<file path="src/rtl/vga_pkg.sv">
// rtl/vga_pkg.sv - shared VGA timing constants, pattern encodings and colour type
package vga_pkg;

  // 640x480@60 reference timing (pixels / lines)
  localparam int VGA_H_ACTIVE = 640;
  localparam int VGA_H_FP     = 16;
  localparam int VGA_H_SYNC   = 96;
  localparam int VGA_H_BP     = 48;
  localparam int VGA_V_ACTIVE = 480;
  localparam int VGA_V_FP     = 10;
  localparam int VGA_V_SYNC   = 2;
  localparam int VGA_V_BP     = 33;

  localparam int VGA_PIX_DIV  = 2;
  localparam int VGA_CW       = 11;

  // Centre stripe bounds (exclusive on both sides)
  localparam int STRIPE_LO    = 310;
  localparam int STRIPE_HI    = 330;

  typedef logic [3:0] colour_t;

  localparam colour_t COLOUR_OFF  = 4'h0;
  localparam colour_t COLOUR_FULL = 4'hF;

  typedef enum logic [1:0] {
    PAT_BLACK   = 2'd0,
    PAT_BARS    = 2'd1,
    PAT_CHECKER = 2'd2,
    PAT_STRIPE  = 2'd3
  } pat_sel_e;

  // Pin level for a sync signal: pol=0 means the pulse drives the pin low
  function automatic logic sync_level(input logic active, input int pol);
    return (active == (pol != 0));
  endfunction

endpackage

</file>
<file path="src/rtl/vga_pattern.sv">
// rtl/vga_pattern.sv - test-pattern colour generator, registered on the pixel strobe
module vga_pattern
  import vga_pkg::*;
#(
  parameter int H_ACTIVE = VGA_H_ACTIVE,
  parameter int CW       = VGA_CW
) (
  input  logic          clk_i,
  input  logic          rst_i,
  input  logic          stb_i,
  input  logic [CW-1:0] x_i,
  input  logic [CW-1:0] y_i,
  input  logic          de_i,
  input  logic [1:0]    sel_i,
  output logic [3:0]    red_o,
  output logic [3:0]    green_o,
  output logic [3:0]    blue_o
);

  // Width of one of the eight colour bars; never zero for tiny test rasters
  localparam int BAR_W = (H_ACTIVE / 8 > 0) ? H_ACTIVE / 8 : 1;
  localparam logic [CW-1:0] STRIPE_LO_C = CW'(STRIPE_LO);
  localparam logic [CW-1:0] STRIPE_HI_C = CW'(STRIPE_HI);

  logic [2:0] bar;
  logic       checker_white;
  logic       stripe_white;
  colour_t    red_d, green_d, blue_d;
  colour_t    red_q, green_q, blue_q;

  // Only y bit 5 matters for the checkerboard; the rest are consumed here
  logic unused_y;
  assign unused_y = ^y_i;

  // Bar index from threshold compares rather than a divider
  always_comb begin
    bar = 3'd0;
    for (int i = 1; i < 8; i++) begin
      if (x_i >= CW'(i * BAR_W)) bar = 3'(i);
    end
  end

  assign checker_white = x_i[5] ^ y_i[5];
  assign stripe_white  = (x_i > STRIPE_LO_C) && (x_i < STRIPE_HI_C);

  // Select the pattern colour; blanking forces black
  always_comb begin
    red_d   = COLOUR_OFF;
    green_d = COLOUR_OFF;
    blue_d  = COLOUR_OFF;
    if (de_i) begin
      case (pat_sel_e'(sel_i))
        PAT_BARS: begin
          red_d   = {4{bar[2]}};
          green_d = {4{bar[1]}};
          blue_d  = {4{bar[0]}};
        end
        PAT_CHECKER: begin
          red_d   = checker_white ? COLOUR_FULL : COLOUR_OFF;
          green_d = checker_white ? COLOUR_FULL : COLOUR_OFF;
          blue_d  = checker_white ? COLOUR_FULL : COLOUR_OFF;
        end
        PAT_STRIPE: begin
          red_d   = stripe_white ? COLOUR_FULL : COLOUR_OFF;
          green_d = stripe_white ? COLOUR_FULL : COLOUR_OFF;
          blue_d  = stripe_white ? COLOUR_FULL : COLOUR_OFF;
        end
        default: begin
          red_d   = COLOUR_OFF;
          green_d = COLOUR_OFF;
          blue_d  = COLOUR_OFF;
        end
      endcase
    end
  end

  // Colour register loads on the same strobe as the timing outputs, so it lines up with de
  always_ff @(posedge clk_i or posedge rst_i) begin
    if (rst_i) begin
      red_q   <= COLOUR_OFF;
      green_q <= COLOUR_OFF;
      blue_q  <= COLOUR_OFF;
    end else if (stb_i) begin
      red_q   <= red_d;
      green_q <= green_d;
      blue_q  <= blue_d;
    end
  end

  assign red_o   = red_q;
  assign green_o = green_q;
  assign blue_o  = blue_q;

endmodule

</file>
<file path="src/rtl/vga_timing_gen.sv">
// rtl/vga_timing_gen.sv - VGA raster timing generator; VGA_TEST_PATTERN_EN enables vga_pattern colour
module vga_timing_gen
  import vga_pkg::*;
#(
  parameter int H_ACTIVE = VGA_H_ACTIVE,
  parameter int H_FP     = VGA_H_FP,
  parameter int H_SYNC   = VGA_H_SYNC,
  parameter int H_BP     = VGA_H_BP,
  parameter int V_ACTIVE = VGA_V_ACTIVE,
  parameter int V_FP     = VGA_V_FP,
  parameter int V_SYNC   = VGA_V_SYNC,
  parameter int V_BP     = VGA_V_BP,
  parameter int HS_POL   = 0,
  parameter int VS_POL   = 0,
  parameter int PIX_DIV  = VGA_PIX_DIV,
  parameter int CW       = VGA_CW
) (
  input  logic          clk_i,
  input  logic          rst_i,
  input  logic          en_i,
  input  logic [1:0]    pat_sel_i,
  output logic          pix_stb_o,
  output logic [CW-1:0] x_o,
  output logic [CW-1:0] y_o,
  output logic          de_o,
  output logic          hs_o,
  output logic          vs_o,
  output logic          sof_o,
  output logic          eol_o,
  output logic [3:0]    red_o,
  output logic [3:0]    green_o,
  output logic [3:0]    blue_o
);

  localparam int H_TOTAL = H_ACTIVE + H_FP + H_SYNC + H_BP;
  localparam int V_TOTAL = V_ACTIVE + V_FP + V_SYNC + V_BP;

  localparam logic [CW-1:0] H_LAST   = CW'(H_TOTAL - 1);
  localparam logic [CW-1:0] V_LAST   = CW'(V_TOTAL - 1);
  localparam logic [CW-1:0] H_ACT_C  = CW'(H_ACTIVE);
  localparam logic [CW-1:0] V_ACT_C  = CW'(V_ACTIVE);
  localparam logic [CW-1:0] HS_START = CW'(H_ACTIVE + H_FP);
  localparam logic [CW-1:0] HS_END   = CW'(H_ACTIVE + H_FP + H_SYNC);
  localparam logic [CW-1:0] VS_START = CW'(V_ACTIVE + V_FP);
  localparam logic [CW-1:0] VS_END   = CW'(V_ACTIVE + V_FP + V_SYNC);

  localparam logic HS_IDLE = sync_level(1'b0, HS_POL);
  localparam logic VS_IDLE = sync_level(1'b0, VS_POL);

  // Divider is 4 bits wide: PIX_DIV is limited to 1..16
  localparam logic [3:0] DIV_LAST = 4'(PIX_DIV - 1);

  logic [3:0]    div_q, div_d;
  logic [CW-1:0] hcount_q, hcount_d;
  logic [CW-1:0] vcount_q, vcount_d;
  logic          stb;

  logic          de_d, hs_d, vs_d, sof_d, eol_d;
  logic [CW-1:0] x_q, y_q;
  logic          de_q, hs_q, vs_q, sof_q, eol_q;

  // Strobe is masked by reset so it reads 0 while rst_i is held, even with PIX_DIV=1
  assign stb       = en_i && !rst_i && (div_q == DIV_LAST);
  assign pix_stb_o = stb;

  // Divider advances only while enabled, so a pause resumes mid-pixel where it stopped
  always_comb begin
    div_d = div_q;
    if (en_i) begin
      div_d = (div_q == DIV_LAST) ? 4'd0 : div_q + 4'd1;
    end
  end

  // Raster counters step once per strobe; vcount steps when hcount wraps
  always_comb begin
    hcount_d = hcount_q;
    vcount_d = vcount_q;
    if (stb) begin
      if (hcount_q == H_LAST) begin
        hcount_d = '0;
        vcount_d = (vcount_q == V_LAST) ? '0 : vcount_q + CW'(1);
      end else begin
        hcount_d = hcount_q + CW'(1);
      end
    end
  end

  // Timing state registers
  always_ff @(posedge clk_i or posedge rst_i) begin
    if (rst_i) begin
      div_q    <= 4'd0;
      hcount_q <= '0;
      vcount_q <= '0;
    end else begin
      div_q    <= div_d;
      hcount_q <= hcount_d;
      vcount_q <= vcount_d;
    end
  end

  // Decode the current position; the result is registered below on the strobe
  always_comb begin
    de_d  = (hcount_q < H_ACT_C) && (vcount_q < V_ACT_C);
    hs_d  = sync_level((hcount_q >= HS_START) && (hcount_q < HS_END), HS_POL);
    vs_d  = sync_level((vcount_q >= VS_START) && (vcount_q < VS_END), VS_POL);
    sof_d = (hcount_q == '0) && (vcount_q == '0);
    eol_d = (hcount_q == H_LAST);
  end

  // Output register: every signal describes the same pixel, one clk after its strobe
  always_ff @(posedge clk_i or posedge rst_i) begin
    if (rst_i) begin
      x_q   <= '0;
      y_q   <= '0;
      de_q  <= 1'b0;
      hs_q  <= HS_IDLE;
      vs_q  <= VS_IDLE;
      sof_q <= 1'b0;
      eol_q <= 1'b0;
    end else if (stb) begin
      x_q   <= hcount_q;
      y_q   <= vcount_q;
      de_q  <= de_d;
      hs_q  <= hs_d;
      vs_q  <= vs_d;
      sof_q <= sof_d;
      eol_q <= eol_d;
    end
  end

  assign x_o   = x_q;
  assign y_o   = y_q;
  assign de_o  = de_q;
  assign hs_o  = hs_q;
  assign vs_o  = vs_q;
  assign sof_o = sof_q;
  assign eol_o = eol_q;

`ifdef VGA_TEST_PATTERN_EN
  // Pattern sees the same counters and strobe as the output register, so colour has no skew vs de_o
  vga_pattern #(
    .H_ACTIVE (H_ACTIVE),
    .CW       (CW)
  ) u_pattern (
    .clk_i   (clk_i),
    .rst_i   (rst_i),
    .stb_i   (stb),
    .x_i     (hcount_q),
    .y_i     (vcount_q),
    .de_i    (de_d),
    .sel_i   (pat_sel_i),
    .red_o   (red_o),
    .green_o (green_o),
    .blue_o  (blue_o)
  );
`else
  // No pattern logic: colour ports stay black and the select input is ignored
  logic unused_pat_sel;
  assign unused_pat_sel = ^pat_sel_i;
  assign red_o   = COLOUR_OFF;
  assign green_o = COLOUR_OFF;
  assign blue_o  = COLOUR_OFF;
`endif

endmodule

</file>
<file path="config.mk">
export PLATFORM = sky130hd
export DESIGN_NAME = vga_timing_gen
export DESIGN_NICKNAME = d
export VERILOG_FILES = /design/src/rtl/vga_pkg.sv /design/src/rtl/vga_pattern.sv /design/src/rtl/vga_timing_gen.sv
export SDC_FILE = /design/constraint.sdc
export NUM_CORES = 1
export LEC_CHECK = 0
export CAP_MARGIN = 5
export CORE_MARGIN = 10
export CORE_UTILIZATION = 30
export CTS_CLUSTER_SIZE = 40
export DETAILED_ROUTE_END_ITERATION = 12
export PLACE_DENSITY = 0.47
export SLEW_MARGIN = 20
export SYNTH_ARGS = -nofsm -noshare
export SYNTH_HDL_FRONTEND = slang
export SYNTH_SLANG_ARGS = --single-unit
</file>
<file path="constraint.sdc">
create_clock -name clk_i -period 4.02 [get_ports clk_i]
set_input_delay 0.402 -clock clk_i [delete_from_list [all_inputs] [get_ports clk_i]]
set_output_delay 0.402 -clock clk_i [all_outputs]
set_load 0.03 [all_outputs]
</file>
==> results.json <==
{
  "status": "completed",
  "cts_tree": "built",
  "p_comb_share_pct": 30.4,
  "yosys-top-cells-area": "dfrtp_1, nand2_1, o21ai_0",
  "antennaDiodeCount": 0,
  "ff2ff_setup_slack_ns": 1.65,
  "fin_tns_setup_ns": 0,
  "rr_endpoint": "vcount_q[4]",
  "yosysUniqueCellTypes": 49,
  "grt_pass1_vias": 1945,
  "peakVddDrop_mv": 0.1801,
  "path_buf_inv": 2,
  "synth_area_per_cell_um2": 9.512,
  "cp_top_family": "buffers and inverters",
  "cts_sinks": 53,
  "synthArstFlopShare_pct": 100.0,
  "hold_class": "reg2reg",
  "p_sw_mw": 0.5249,
  "max_freq_mhz": 324.4,
  "use_met2_pct": 14.09,
  "yosys.area.top_type": "dfrtp_1",
  "drc": 0,
  "reg2regPathDepth": 5,
  "fin_nets": 307,
  "final_area_um2": 2977,
  "row_count": 33,
  "ys.flop_type": "dfrtp_1",
  "antenna_found_initial": 0,
  "ys_warn_count": 0,
  "worstHoldEndpoint": "y_o[9]",
  "crit_chain": "or4_4, or2_1, inv_2, clkdlybuf4s50_1",
  "drt_wl_total_mm": 5.876,
  "place_area_um2": 2893,
  "use_met3_pct": 3.011,
  "grt_util_met1_pct": 12.99,
  "cts_max_path_buffers": 2,
  "grt_usage_pct": 9.618,
  "path_max_fanout": 24,
  "cts_made_buffers": 5,
  "clkPwrFrac_pct": 20.9,
  "finalPower_mw": 1.437,
  "syn2layout_area_growth_pct": 14.21,
  "hpwl_mm": 4.092,
  "rsz0062_at_grt": "false",
  "cts_resized": 0,
  "grt_pass1_wl_mm": 10.12,
  "cp-end-kind": "output pin",
  "netlist_instances": 274,
  "grt_remaining_overflow": 0,
  "die_area_um2": 12820,
  "p_int_mw": 0.9122,
  "critPathLaunchType": "flop",
  "final.min_clock_period_ns": 3.083,
  "synth.top_cell.area_share_pct": 48.97,
  "io_buffers": 30,
  "hold_viol": 0,
  "yosysMostFrequentCell": "nand2_1",
  "clock_skew_ns": 0.007533,
  "ios": 45,
  "path_depth": 4,
  "die_w_um": 113.2,
  "dr.pass1.iters": 4,
  "start_util_pct": 31.25,
  "pwr-share-seq_pct": 48.6,
  "clk_latency_ns": 0.31,
  "max_cap_violations": 0,
  "synth_edf_count": 0,
  "ys_seq_area_share_pct": 50.98,
  "ant_nets": 0,
  "worstPathArrival_ns": 2.68,
  "crit_type": "reg2out",
  "first_iter_violations": 94,
  "hold_slack_ns": 0.4796,
  "syn_area_um2": 2606,
  "grt_max_degree": 53,
  "postCtsHoldBufs": 0,
  "hold_path_startpoint": "y_o[9]",
  "setup_viol": 0,
  "htreeDepth": 2,
  "clock-root-buffer": "clkbuf_8",
  "p_leak_nw": 1.338,
  "fin_util_pct": 35.69,
  "critical-path-max-stage-delay_ns": 0.76,
  "cpMaxStageDelayCell": "clkdlybuf4s50_1",
  "switching_share_pct": 36.52,
  "drv_slew": 0,
  "vias": 1890,
  "power_density_nw_per_um2": 482.8,
  "post-cts-setup-buffer-count": 0,
  "critPathRequiredTime_ns": 3.62,
  "worstMarginPinSlew_ns": 0.7670,
  "top_usage_layer": "met2",
  "die_h_um": 113.2,
  "max_slew_margin_pct": 48.79,
  "hold_depth": 2,
  "drt-wirelength-per-cell_um": 14.54,
  "gp_congestion": 0.7790,
  "synth-seq-cells": 53,
  "r2r_start": "div_q[1]",
  "viasPerCell": 4.678,
  "synth_commonest_cells": "nand2_1, dfrtp_1, o21ai_0",
  "fin_crit_sh_pct": 76.69,
  "drive_gt1_share_pct": 7.023,
  "core-area_um2": 8341,
  "clk_pin_slew_worst_paths_ns": 0.10
}
-- cell type report --
| cell class | count | area [um2] |
|---|---|---|
| clock buffer | 7 | 76.32 |
| fill | 892 | 5364 |
| multi-input combinational | 195 | 1076 |
| sequential | 53 | 1329 |
| tap | 105 | 131.4 |
| timing repair buffer | 32 | 315.3 |
| inverter | 11 | 41.29 |
| clock inverter | 1 | 7.507 |
-- how the worst max path moves through the flow --
stage / startpoint / end
after floorplan: hcount_q[7] / vcount_q[4]
after global routing: div_q[1] / pix_stb_o
after detailed placement: rst_i / pix_stb_o
final: div_q[1] / pix_stb_o
after CTS: div_q[1] / pix_stb_o
after global placement: rst_i / pix_stb_o
-- sequential cells by signal, summed over array words and instances (netlist names) --
name and count:
vs_o 1, vcount_q 11, de_o 1, y_o 11, hcount_q 11, eol_o 1
sof_o 1, div_q 4, hs_o 1, x_o 11
-- worst reg2reg max path, cell delays in order, from the launching register on --
cell and delay [ns]:
dfrtp_1 0.43, or4_4 0.58, or2_1 0.25, buf_4 0.30, nor2_1 0.51, a32o_1 0.25
-- metrics by stage --
step / setup slack (ns) / instances
after floorplan: 1.967 / 285
after global placement: 0.9484 / 396
after detailed placement: 0.9379 / 396
after CTS: 0.8967 / 404
after global routing: 0.8133 / 404
final: 0.9371 / 404
-- cell usage in the layout (no fill, tap or decap), drive strengths merged, types with 3 or more instances in the layout --
| cell | instances |
|---|---|
| a211oi | 3 |
| dfrtp | 51 |
| clkbuf | 7 |
| or4 | 3 |
| xor2 | 5 |
| nor4 | 6 |
| nor2 | 10 |
| or3 | 5 |
| xnor2 | 8 |
| o21ai | 21 |
| nand2 | 66 |
| ha | 4 |
| conb | 12 |
| nand4 | 5 |
| inv | 11 |
| clkdlybuf4s50 | 30 |
| nor3 | 5 |
| o31ai | 4 |
| nand3 | 15 |
-- kinds of logic after synthesis --
logic type	count (synthesis)	share of synthesized area, %
buf+inv	37	9.313
simple gates	128	24.10
compound gates	38	9.170
other cells	1	0.1439
fa+ha+maj	4	1.920
xor+xnor	13	4.369
flops	53	50.98
-- metal layers --
layer  vias up  wire length, um
met3         7              339
met1       887             2896
met4         0               81
met5         -                0
met2        43             2558
li1        953                -
-- power groups by stage --
| stage | sequential, mW | clock (mW) | combinational (mW) |
|---|---|---|---|
| detailed placement | 0.709 | 0 | 0.448 |
| global placement | 0.708 | 0 | 0.445 |
| finish | 0.699 | 0.301 | 0.437 |
| CTS | 0.701 | 0.317 | 0.448 |
| global route | 0.714 | 0.337 | 0.483 |
| floorplan | 0.809 | 0 | 0.190 |
Note: power is estimated with default switching activity, not from simulation.
